===== config.mk =====
export PLATFORM = sky130hd
export DESIGN_NAME = conv_frame_encoder
export DESIGN_NICKNAME = d
export VERILOG_FILES = /design/src/rtl/conv_frame_encoder_pkg.sv /design/src/rtl/conv_sym_gen.sv /design/src/rtl/conv_frame_encoder.sv
export SDC_FILE = /design/constraint.sdc
export NUM_CORES = 1
export LEC_CHECK = 0
export CORE_MARGIN = 3
export CORE_UTILIZATION = 45
export DETAILED_ROUTE_END_ITERATION = 8
export MAX_ROUTING_LAYER = met4
export PLACE_DENSITY = 0.67
export SYNTH_ARGS = -nofsm -noshare
export SYNTH_HDL_FRONTEND = slang
export SYNTH_HIERARCHICAL = 1
export SYNTH_SLANG_ARGS = --single-unit

===== constraint.sdc =====
create_clock -name sys_clk -period 2.9 [get_ports sys_clk]
set_input_delay 0.29 -clock sys_clk [delete_from_list [all_inputs] [get_ports sys_clk]]
set_output_delay 0.29 -clock sys_clk [all_outputs]
set_load 0.01 [all_outputs]

===== src/rtl/conv_frame_encoder_pkg.sv =====
// Shared convolutional-code constants and constraint-length decode helpers,
// common to the frame encoder and the Viterbi decoder configuration path.
package conv_frame_encoder_pkg;

  localparam int MAX_CONSTRAINT_LENGTH = 9;
  localparam int MAX_CODE_RATE         = 3;

  localparam logic CODE_RATE_2 = 1'b0;
  localparam logic CODE_RATE_3 = 1'b1;

  localparam logic [1:0] CONSTR_LEN_3 = 2'b00;
  localparam logic [1:0] CONSTR_LEN_5 = 2'b01;
  localparam logic [1:0] CONSTR_LEN_7 = 2'b10;
  localparam logic [1:0] CONSTR_LEN_9 = 2'b11;

  typedef enum logic [1:0] {
    ST_IDLE = 2'd0,
    ST_DATA = 2'd1,
    ST_TAIL = 2'd2,
    ST_DONE = 2'd3
  } enc_state_e;

  // K = 2*code + 3, giving 3/5/7/9 for codes 00/01/10/11.
  function automatic logic [3:0] constr_len_to_k(input logic [1:0] constr_len);
    return {1'b0, constr_len, 1'b0} + 4'd3;
  endfunction

  function automatic logic [MAX_CONSTRAINT_LENGTH-1:0] constr_len_to_mask(
    input logic [1:0] constr_len
  );
    logic [MAX_CONSTRAINT_LENGTH-1:0] mask;
    logic [3:0]                       k;
    k    = constr_len_to_k(constr_len);
    mask = '0;
    for (int j = 0; j < MAX_CONSTRAINT_LENGTH; j++) begin
      mask[j] = (j < int'(k));
    end
    return mask;
  endfunction

endpackage


===== src/rtl/conv_sym_gen.sv =====
// Combinational parity generator: one coded symbol from the shift history,
// the current input bit, the generator polynomials and the active tap mask.
module conv_sym_gen
  import conv_frame_encoder_pkg::*;
#(
  parameter int MAX_K = MAX_CONSTRAINT_LENGTH,
  parameter int MAX_R = MAX_CODE_RATE
) (
  input  logic [MAX_K-2:0]            hist_i,
  input  logic                        bit_i,
  input  logic [MAX_R-1:0][MAX_K-1:0] poly_i,
  input  logic [MAX_K-1:0]            mask_i,
  input  logic                        rate_i,
  output logic [MAX_R-1:0]            sym_o
);

  logic [MAX_K-1:0] window;

  assign window = {hist_i, bit_i};

  always_comb begin
    sym_o = '0;
    for (int r = 0; r < MAX_R; r++) begin
      sym_o[r] = ^(poly_i[r] & mask_i & window);
      // Third parity bit only exists at rate 1/3.
      if (r >= 2 && rate_i == CODE_RATE_2) begin
        sym_o[r] = 1'b0;
      end
    end
  end

endmodule


===== src/rtl/conv_frame_encoder.sv =====
// Frame-based convolutional encoder: FRAME_BITS message bits in, one symbol per
// bit out, followed by K-1 zero-tail symbols so the decoder ends in state 0.
module conv_frame_encoder
  import conv_frame_encoder_pkg::*;
#(
  parameter int FRAME_BITS = 128,
  parameter int MAX_K      = MAX_CONSTRAINT_LENGTH,
  parameter int MAX_R      = MAX_CODE_RATE
) (
  input  logic                        sys_clk,
  input  logic                        rst,
  input  logic                        i_code_rate,
  input  logic [1:0]                  i_constr_len,
  input  logic [MAX_R-1:0][MAX_K-1:0] i_gen_poly,
  input  logic                        i_bit_valid,
  input  logic                        i_bit,
  output logic                        o_bit_ready,
  output logic                        o_sym_valid,
  output logic [MAX_R-1:0]            o_sym,
  output logic                        o_sym_last,
  input  logic                        i_sym_ready,
  output logic                        o_frame_done,
  output logic                        o_busy
);

  localparam int CNT_W = $clog2(FRAME_BITS + 1);

  enc_state_e state_q, state_d;

  logic [CNT_W-1:0] bit_cnt_q, bit_cnt_d;
  logic [2:0]       tail_cnt_q, tail_cnt_d;
  logic [MAX_K-2:0] hist_q, hist_d;
  logic [MAX_R-1:0] sym_q, sym_d;
  logic             sym_valid_q, sym_valid_d;
  logic             sym_last_q, sym_last_d;
  logic             done_q, done_d;

  logic                        rate_q;
  logic [1:0]                  constr_len_q;
  logic [MAX_R-1:0][MAX_K-1:0] poly_q;

  logic                        eff_rate;
  logic [1:0]                  eff_constr_len;
  logic [MAX_R-1:0][MAX_K-1:0] eff_poly;
  logic [3:0]                  k_eff;
  logic [MAX_K-1:0]            mask_eff;

  logic [MAX_K-2:0] gen_hist;
  logic             gen_bit;
  logic [MAX_R-1:0] gen_sym;

  logic             slot_free;
  logic             bit_ready;
  logic             bit_fire;
  logic             tail_fire;
  logic             tail_last;
  logic             cfg_load;
  logic [CNT_W-1:0] cnt_next;
  logic             data_end;

  // The output slot can take a new symbol when empty or being drained this cycle.
  assign slot_free = !sym_valid_q || i_sym_ready;
  assign bit_ready = (state_q == ST_IDLE || state_q == ST_DATA) && slot_free && !done_q;
  assign bit_fire  = i_bit_valid && bit_ready;
  assign cfg_load  = (state_q == ST_IDLE) && bit_fire;

  // While idle the first bit is encoded with the live configuration, which is
  // latched on the same edge.
  always_comb begin
    if (state_q == ST_IDLE) begin
      eff_rate       = i_code_rate;
      eff_constr_len = i_constr_len;
      eff_poly       = i_gen_poly;
    end else begin
      eff_rate       = rate_q;
      eff_constr_len = constr_len_q;
      eff_poly       = poly_q;
    end
  end

  assign k_eff    = constr_len_to_k(eff_constr_len);
  assign mask_eff = MAX_K'(constr_len_to_mask(eff_constr_len));
  assign gen_hist = (state_q == ST_IDLE) ? '0 : hist_q;
  assign gen_bit  = (state_q == ST_TAIL) ? 1'b0 : i_bit;

  conv_sym_gen #(
    .MAX_K(MAX_K),
    .MAX_R(MAX_R)
  ) u_sym_gen (
    .hist_i(gen_hist),
    .bit_i (gen_bit),
    .poly_i(eff_poly),
    .mask_i(mask_eff),
    .rate_i(eff_rate),
    .sym_o (gen_sym)
  );

  assign cnt_next  = (state_q == ST_IDLE) ? CNT_W'(1) : bit_cnt_q + CNT_W'(1);
  assign data_end  = (cnt_next == CNT_W'(FRAME_BITS));
  assign tail_fire = (state_q == ST_TAIL) && slot_free;
  assign tail_last = tail_fire && ({1'b0, tail_cnt_q} == k_eff - 4'd2);

  always_comb begin
    state_d     = state_q;
    bit_cnt_d   = bit_cnt_q;
    tail_cnt_d  = tail_cnt_q;
    hist_d      = hist_q;
    sym_d       = sym_q;
    sym_valid_d = sym_valid_q;
    sym_last_d  = sym_last_q;
    done_d      = 1'b0;

    if (sym_valid_q && i_sym_ready) begin
      sym_valid_d = 1'b0;
      sym_last_d  = 1'b0;
    end

    unique case (state_q)
      ST_IDLE, ST_DATA: begin
        if (bit_fire) begin
          if (state_q == ST_IDLE) begin
            hist_d    = '0;
            hist_d[0] = i_bit;
          end else begin
            hist_d = {hist_q[MAX_K-3:0], i_bit};
          end
          bit_cnt_d   = cnt_next;
          sym_d       = gen_sym;
          sym_valid_d = 1'b1;
          sym_last_d  = 1'b0;
          if (data_end) begin
            state_d    = ST_TAIL;
            tail_cnt_d = 3'd0;
          end else begin
            state_d = ST_DATA;
          end
        end
      end
      ST_TAIL: begin
        if (tail_fire) begin
          hist_d      = {hist_q[MAX_K-3:0], 1'b0};
          tail_cnt_d  = tail_cnt_q + 3'd1;
          sym_d       = gen_sym;
          sym_valid_d = 1'b1;
          sym_last_d  = tail_last;
          if (tail_last) begin
            state_d = ST_DONE;
          end
        end
      end
      ST_DONE: begin
        if (sym_valid_q && sym_last_q && i_sym_ready) begin
          state_d = ST_IDLE;
          done_d  = 1'b1;
        end
      end
      default: state_d = ST_IDLE;
    endcase
  end

  always_ff @(posedge sys_clk or posedge rst) begin
    if (rst) begin
      state_q     <= ST_IDLE;
      bit_cnt_q   <= '0;
      tail_cnt_q  <= '0;
      hist_q      <= '0;
      sym_q       <= '0;
      sym_valid_q <= 1'b0;
      sym_last_q  <= 1'b0;
      done_q      <= 1'b0;
    end else begin
      state_q     <= state_d;
      bit_cnt_q   <= bit_cnt_d;
      tail_cnt_q  <= tail_cnt_d;
      hist_q      <= hist_d;
      sym_q       <= sym_d;
      sym_valid_q <= sym_valid_d;
      sym_last_q  <= sym_last_d;
      done_q      <= done_d;
    end
  end

  // Configuration is captured only at frame start and ignored until the next one.
  always_ff @(posedge sys_clk) begin
    if (cfg_load) begin
      rate_q       <= i_code_rate;
      constr_len_q <= i_constr_len;
      poly_q       <= i_gen_poly;
    end
  end

  assign o_bit_ready  = bit_ready && !rst;
  assign o_sym_valid  = sym_valid_q;
  assign o_sym        = sym_q;
  assign o_sym_last   = sym_last_q;
  assign o_frame_done = done_q;
  assign o_busy       = (state_q != ST_IDLE);

endmodule


==> impl_metrics.json, run 1 <==
{
  "crit_path_start": "state_q[0]",
  "totalPowerFinal_mw": 2.29,
  "netSwitchingFraction_pct": 28.4,
  "synth_ff_type": "edfxtp_1",
  "dieArea_sq_um": 8020,
  "setup_ws_ns": 0.476,
  "first_iter_violations": 176,
  "fmax_ghz": 0.413,
  "ys_types": 42,
  "r2r_slack_ns": 0.48,
  "ys_seq_area_share_pct": 50.2,
  "drv_slew": 0,
  "critPathLaunchType": "flip-flop",
  "syn2layout_area_growth_pct": 23.5,
  "fin_skew_ns": 0.0116,
  "ir_drop_mv": 0.310,
  "relSlewSlack_pct": 46.6,
  "async_reset_ff_share_pct": 47.4,
  "setup_viol": 0,
  "numCtsBuffers": 9,
  "fillCellCount": 574,
  "place_hpwl_microns": 4880,
  "hold_class": "input port to asynchronous set/reset pin",
  "clkTransAtPathRegs_ns": 0.07,
  "die_w_microns": 89.6,
  "worstReg2RegStart": "state_q[0]",
  "synthesis.area_sq_um": 3140,
  "nets": 419,
  "required_ns": 3.12,
  "status": "complete, no violations",
  "grt_pass1_wl_microns": 11500,
  "crit_type": "flip-flop to flip-flop",
  "overflow": 0,
  "rsz0062_at_grt": "no",
  "wire_per_inst_microns": 14.5,
  "p_int_mw": 1.64,
  "fp.dieH_microns": 89.6,
  "end_kind": "flip-flop",
  "avgViaCountPerCell": 5.08,
  "cts_hold_buf": 0,
  "post-route-period-util_pct": 83.6,
  "antenna_found_initial": 0,
  "pwr-share-clk_pct": 30.0,
  "wl_microns": 6950,
  "switchingPower_mw": 0.651,
  "worstPathArrival_ns": 2.65,
  "dpl_cell_area_sq_um": 3700,
  "finalCriticalPeriod_ns": 2.42,
  "num_vias": 2438,
  "drt_pre_antenna_iters": 4,
  "p_seq_share_pct": 45.3,
  "hold_viol_final": 0,
  "gp_congestion": 0.870,
  "clk_latency_ns": 0.34,
  "cts_setup_buffers": 0,
  "cp-endpoint": "o_sym[2]",
  "tritoncts": "done",
  "yosysWarnings": 6,
  "power_frac_comb_pct": 24.7,
  "io_buffers": 42,
  "clock_sinks": 57,
  "crit_fanout": 6,
  "synth-seq-cells": 57,
  "p_per_area_nw_per_um2": 591,
  "cellLeakagePower_nw": 1.61,
  "worstMarginPinSlew_ns": 0.801,
  "rr_worst_depth": 9,
  "rows": 29,
  "maxCapViolCount": 0,
  "hold_slack_ns": 0.330,
  "synth_enable_flop_cells": 30,
  "grt_pass1_vias": 2346,
  "grt_max_degree": 36,
  "cts.path.max_buffers": 2,
  "preCtsSetupSlack_ns": 0.441,
  "core_sq_um": 6570,
  "drive_gt1_share_pct": 11.4,
  "synth_cells": 327,
  "drc": 0,
  "final_area_sq_um": 3880,
  "reg2reg_to": "o_sym[2]",
  "syn-mean-instance-area_sq_um": 9.61,
  "cts_resized": 0,
  "io_pins": 43,
  "setup_tns_ns": 0,
  "ant_nets": 0,
  "clockRootBuffer": "clkbuf_8",
  "groute.usage.overall_pct": 19.8,
  "initial_utilization_pct": 47.9,
  "n_antenna_cell": 0,
  "ctsHtreeMaxLevel": 3
}
## cell families (layout without fill, tap and decap cells)
| family | count (synthesis) | after routing | synth area share (%) |
|---|---|---|---|
| AOI/OAI and AO/OA | 31 | 31 | 5.97 |
| xor gates and xnor gates | 25 | 25 | 9.24 |
| adders and majority gates | 2 | 2 | 0.796 |
| buffers and inverters | 19 | 71 | 2.83 |
| DFF | 57 | 57 | 50.2 |
| muxes | 14 | 14 | 5.29 |
| other | 1 | 9 | 0.119 |
| and+or+nand+nor | 178 | 178 | 25.6 |
## power by group through the flow
stage	Sequential [mW]	Clock, mW	Combinational [mW]
floorplan	1.03	0	0.415
global placement	1.05	0	0.553
detailed placement	1.06	0	0.568
CTS	1.04	0.714	0.572
global route	1.06	0.745	0.629
finish	1.04	0.689	0.566
## state kept, by name, indices dropped and copies added, names as in the netlist
register	cells
poly_q	27
bit_cnt_q	8
hist_q	8
o_sym	3
tail_cnt_q	3
constr_len_q	2
state_q	2
o_frame_done	1
o_sym_last	1
o_sym_valid	1
rate_q	1
## cell usage after synthesis, drive strengths merged (2+ instances only)
| cell | number | share of area [%] |
|---|---|---|
| nand3 | 34 | 5.6 |
| a21oi | 7 | 1.1 |
| a31oi | 3 | 0.60 |
| dfrtp | 27 | 21 |
| mux2 | 11 | 3.9 |
| nor3 | 7 | 1.1 |
| nand2 | 99 | 12 |
| xor2 | 9 | 2.7 |
| xnor3 | 3 | 2.1 |
| xnor2 | 12 | 3.6 |
| inv | 6 | 0.72 |
| nand2b | 5 | 1.0 |
| ha | 2 | 0.80 |
| clkbuf | 8 | 0.96 |
| o21a | 2 | 0.48 |
| nor2 | 12 | 1.8 |
| o21ai | 14 | 2.5 |
| mux2i | 3 | 1.4 |
| buf | 5 | 1.2 |
| and2 | 11 | 2.2 |
| and3 | 2 | 0.40 |
| nand4 | 5 | 1.0 |
| nor2b | 2 | 0.40 |
| edfxtp | 30 | 29 |
## layer usage
layer	global-route usage (%)	part of all wire, %	vias to the layer above
met1	27.6	48	1129
met4	7.31	1.6	0
met2	27.6	45	71
met5	-	0	-
li1	-	-	1226
met3	5.38	5.6	12
## through the flow
step / instances / util, %
floorplan: 335 / -
finish: 480 / 59.1
detailed placement: 464 / 56.3
CTS: 480 / 59.1
global route: 480 / 59.1
global placement: 464 / 56.3
## worst min-delay path by stage
stage	from	end	slack, ns	cells after the start
floorplan	rst	bit_cnt_q[0]	0.35	1
global placement	hist_q[7]	hist_q[7]	0.48	1
detailed placement	hist_q[0]	hist_q[0]	0.48	1
CTS	rst	hist_q[7]	0.32	3
global route	rst	hist_q[7]	0.37	3
finish	rst	state_q[1]	0.33	3
## cell usage in the layout (no fill, tap or decap), types with 7 or more instances in the layout
cell / instances
mux2_2: 11
buf_4: 7
a21oi_1: 7
nand3_1: 33
and2_1: 11
clkdlybuf4s50_1: 42
nor2_1: 9
nor3_1: 7
conb_1: 9
dfrtp_1: 27
nand2_1: 99
o21ai_0: 12
xor2_1: 8
edfxtp_1: 30
xnor2_1: 11
clkbuf_8: 12
## layout make-up
| type | count | area [sq um] | share of cell area [%] |
|---|---|---|---|
| clock buffers | 13 | 169 | 4.35 |
| multi-input cells | 259 | 1510 | 38.9 |
| clock inverters | 3 | 15.0 | 0.387 |
| well taps | 93 | 116 | 3.00 |
| flip-flops and latches | 57 | 1580 | 40.6 |
| repair buffers | 49 | 473 | 12.2 |
| inverters | 6 | 22.5 | 0.580 |
## critical path, cell delays in order, from the launching register on
cell     delay [ns]
dfrtp_1        0.44
nor2_4         0.06
inv_2          0.11
mux2i_1        0.34
nand2_1        0.22
nand3_1        0.15
xor2_1         0.17
xnor3_1        0.43
mux2i_1        0.13
mux2_2         0.26
No activity file was read; power rests on OpenSTA's default activity.
==> inputs of run 2 (changes only) <==
==> constraint.sdc (replaced) <==
create_clock -name sys_clk -period 2.16 [get_ports sys_clk]
set_input_delay 0.216 -clock sys_clk [delete_from_list [all_inputs] [get_ports sys_clk]]
set_output_delay 0.216 -clock sys_clk [all_outputs]
set_load 0.01 [all_outputs]
==> impl_metrics.json, run 2 (synthesis gave the netlist of run 1 again) <==
{
  "status": "finished, violations left",
  "violations": "setup timing",
  "setup_tns_ns": -0.244,
  "mostFrequentLayoutCells": "nand2_1 (98), clkdlybuf4s50_1 (42), nand3_1 (31)",
  "wl_microns": 7340,
  "crit_chain": "nor2_4 -> inv_6 -> mux2i_4 -> nor2_4 -> nand3_1 -> xor2_1 -> xnor3_1 -> mux2i_1 -> mux2_2",
  "die_w_microns": 89.6,
  "totalPowerFinal_mw": 3.22,
  "clk_latency_ns": 0.34,
  "core_sq_um": 6570,
  "drv_slew": 0,
  "groute.usage.overall_pct": 20.3,
  "gp_congestion": 0.931,
  "final_area_sq_um": 4150,
  "critPathBufInv": 1,
  "fin_skew_ns": 0.00426,
  "fillCellCount": 564,
  "place_inst": 488,
  "fin_util_pct": 63.2,
  "preCtsSetupSlack_ns": -0.109,
  "cts_hold_buf": 0,
  "clockRootBuffer": "clkbuf_8",
  "grt_pass1_wl_microns": 11800,
  "worst_path_max_delay_cell": "xnor3_1",
  "hold_slack_ns": 0.334,
  "required_ns": 2.39,
  "cellLeakagePower_nw": 1.75,
  "cp_top_family": "multiplexers",
  "syn2layout_area_growth_pct": 32.1,
  "fp.dieH_microns": 89.6,
  "avgViaCountPerCell": 4.99,
  "rsz0062_at_grt": "yes",
  "largest_register_ffs": 27,
  "post-route-period-util_pct": 104,
  "numCtsBuffers": 9,
  "cp_slowest_stage_delay_ns": 0.42,
  "crit_fanout": 11,
  "tritoncts": "done",
  "regMostFlops": "poly_q",
  "multiInputGateArea_sq_um": 1580,
  "crit_top_cell": "nor2_4",
  "p_per_area_nw_per_um2": 775,
  "maxCapViolCount": 0,
  "n_antenna_cell": 0,
  "io_buffers": 42,
  "ctsHtreeMaxLevel": 3,
  "worstPathArrival_ns": 2.48,
  "drt_pre_antenna_iters": 4,
  "dieArea_sq_um": 8020,
  "num_vias": 2517,
  "wire_per_inst_microns": 14.6,
  "hold_viol_final": 0,
  "critPathLaunchType": "flip-flop",
  "mostFrequentLayoutCell": "nand2_1",
  "ant_nets": 0,
  "end_kind": "flip-flop",
  "ir_drop_mv": 0.380,
  "initial_utilization_pct": 47.9,
  "dpl_cell_area_sq_um": 3930,
  "overflow": 0,
  "antenna_found_initial": 0,
  "setup_ws_ns": -0.0948,
  "io_pins": 43,
  "first_iter_violations": 80,
  "setup_viol": 3,
  "place_hpwl_microns": 5320,
  "grt_max_degree": 31,
  "fmax_ghz": 0.444,
  "drc": 0,
  "cts.path.max_buffers": 2,
  "drive_gt1_share_pct": 18.5,
  "fin_cells": 504,
  "finalCriticalPeriod_ns": 2.25,
  "rows": 29,
  "nets": 443,
  "grt_pass1_vias": 2542,
  "clkTransAtPathRegs_ns": 0.06,
  "regArea_sq_um": 1580,
  "hold_class": "input port to asynchronous set/reset pin",
  "clock_sinks": 57,
  "reg_top3": "poly_q x27, bit_cnt_q x8, hist_q x8",
  "crit_type": "flip-flop to flip-flop"
}
run 2: power breakdown:
part	switching, mW	internal (mW)
registers	0.126	1.28
logic	0.372	0.495
clock network	0.417	0.526
run 2: final timing paths:
| path | start | endpoint | slack, ns | cells past startpoint |
|---|---|---|---|---|
| max | state_q[0] | o_sym[2] | -0.09 | 9 |
| min | rst | bit_cnt_q[2] | 0.33 | 3 |
| max reg2reg | state_q[0] | o_sym[2] | -0.09 | 9 |
| min reg2reg | hist_q[7] | hist_q[7] | 0.50 | 1 |
| max in group asynchronous | rst | o_sym[1] | 1.56 | 3 |
| min in group sys_clk | i_gen_poly[10] | poly_q[10] | 0.46 | 1 |
run 2: worst register-to-register path: cells and delay by family (launching register included):
kind	cells	cell delay (ns)
multiplexers	3	0.60
XOR/XNOR	2	0.57
AND/OR/NAND/NOR	3	0.46
flip-flops	1	0.41
buffers and inverters	1	0.09
run 2: routing by layer:
layer / up-vias / wire (microns) / global-route usage [%] / part of all wire [%]
met4: 0 / 158 / 9.74 / 2.2
met5: - / 0 / - / 0
met3: 14 / 269 / 3.38 / 3.7
met1: 1169 / 3460 / 25.4 / 47
met2: 55 / 3450 / 31.9 / 47
li1: 1279 / - / - / -
run 2: layout make-up:
class	count	share of cell area, %
multi-input cells	259	38.1
flip-flops and latches	57	38.0
inverters	6	0.663
clock buffers	12	3.25
clock inverters	4	1.05
well taps	93	2.80
repair buffers	73	16.1
run 2: timing repair:
action                     CTS  global route
setup endpoints to repair    3             3
gates resized for setup      4             6
pin swaps                    3             1
buffers inserted             0             0
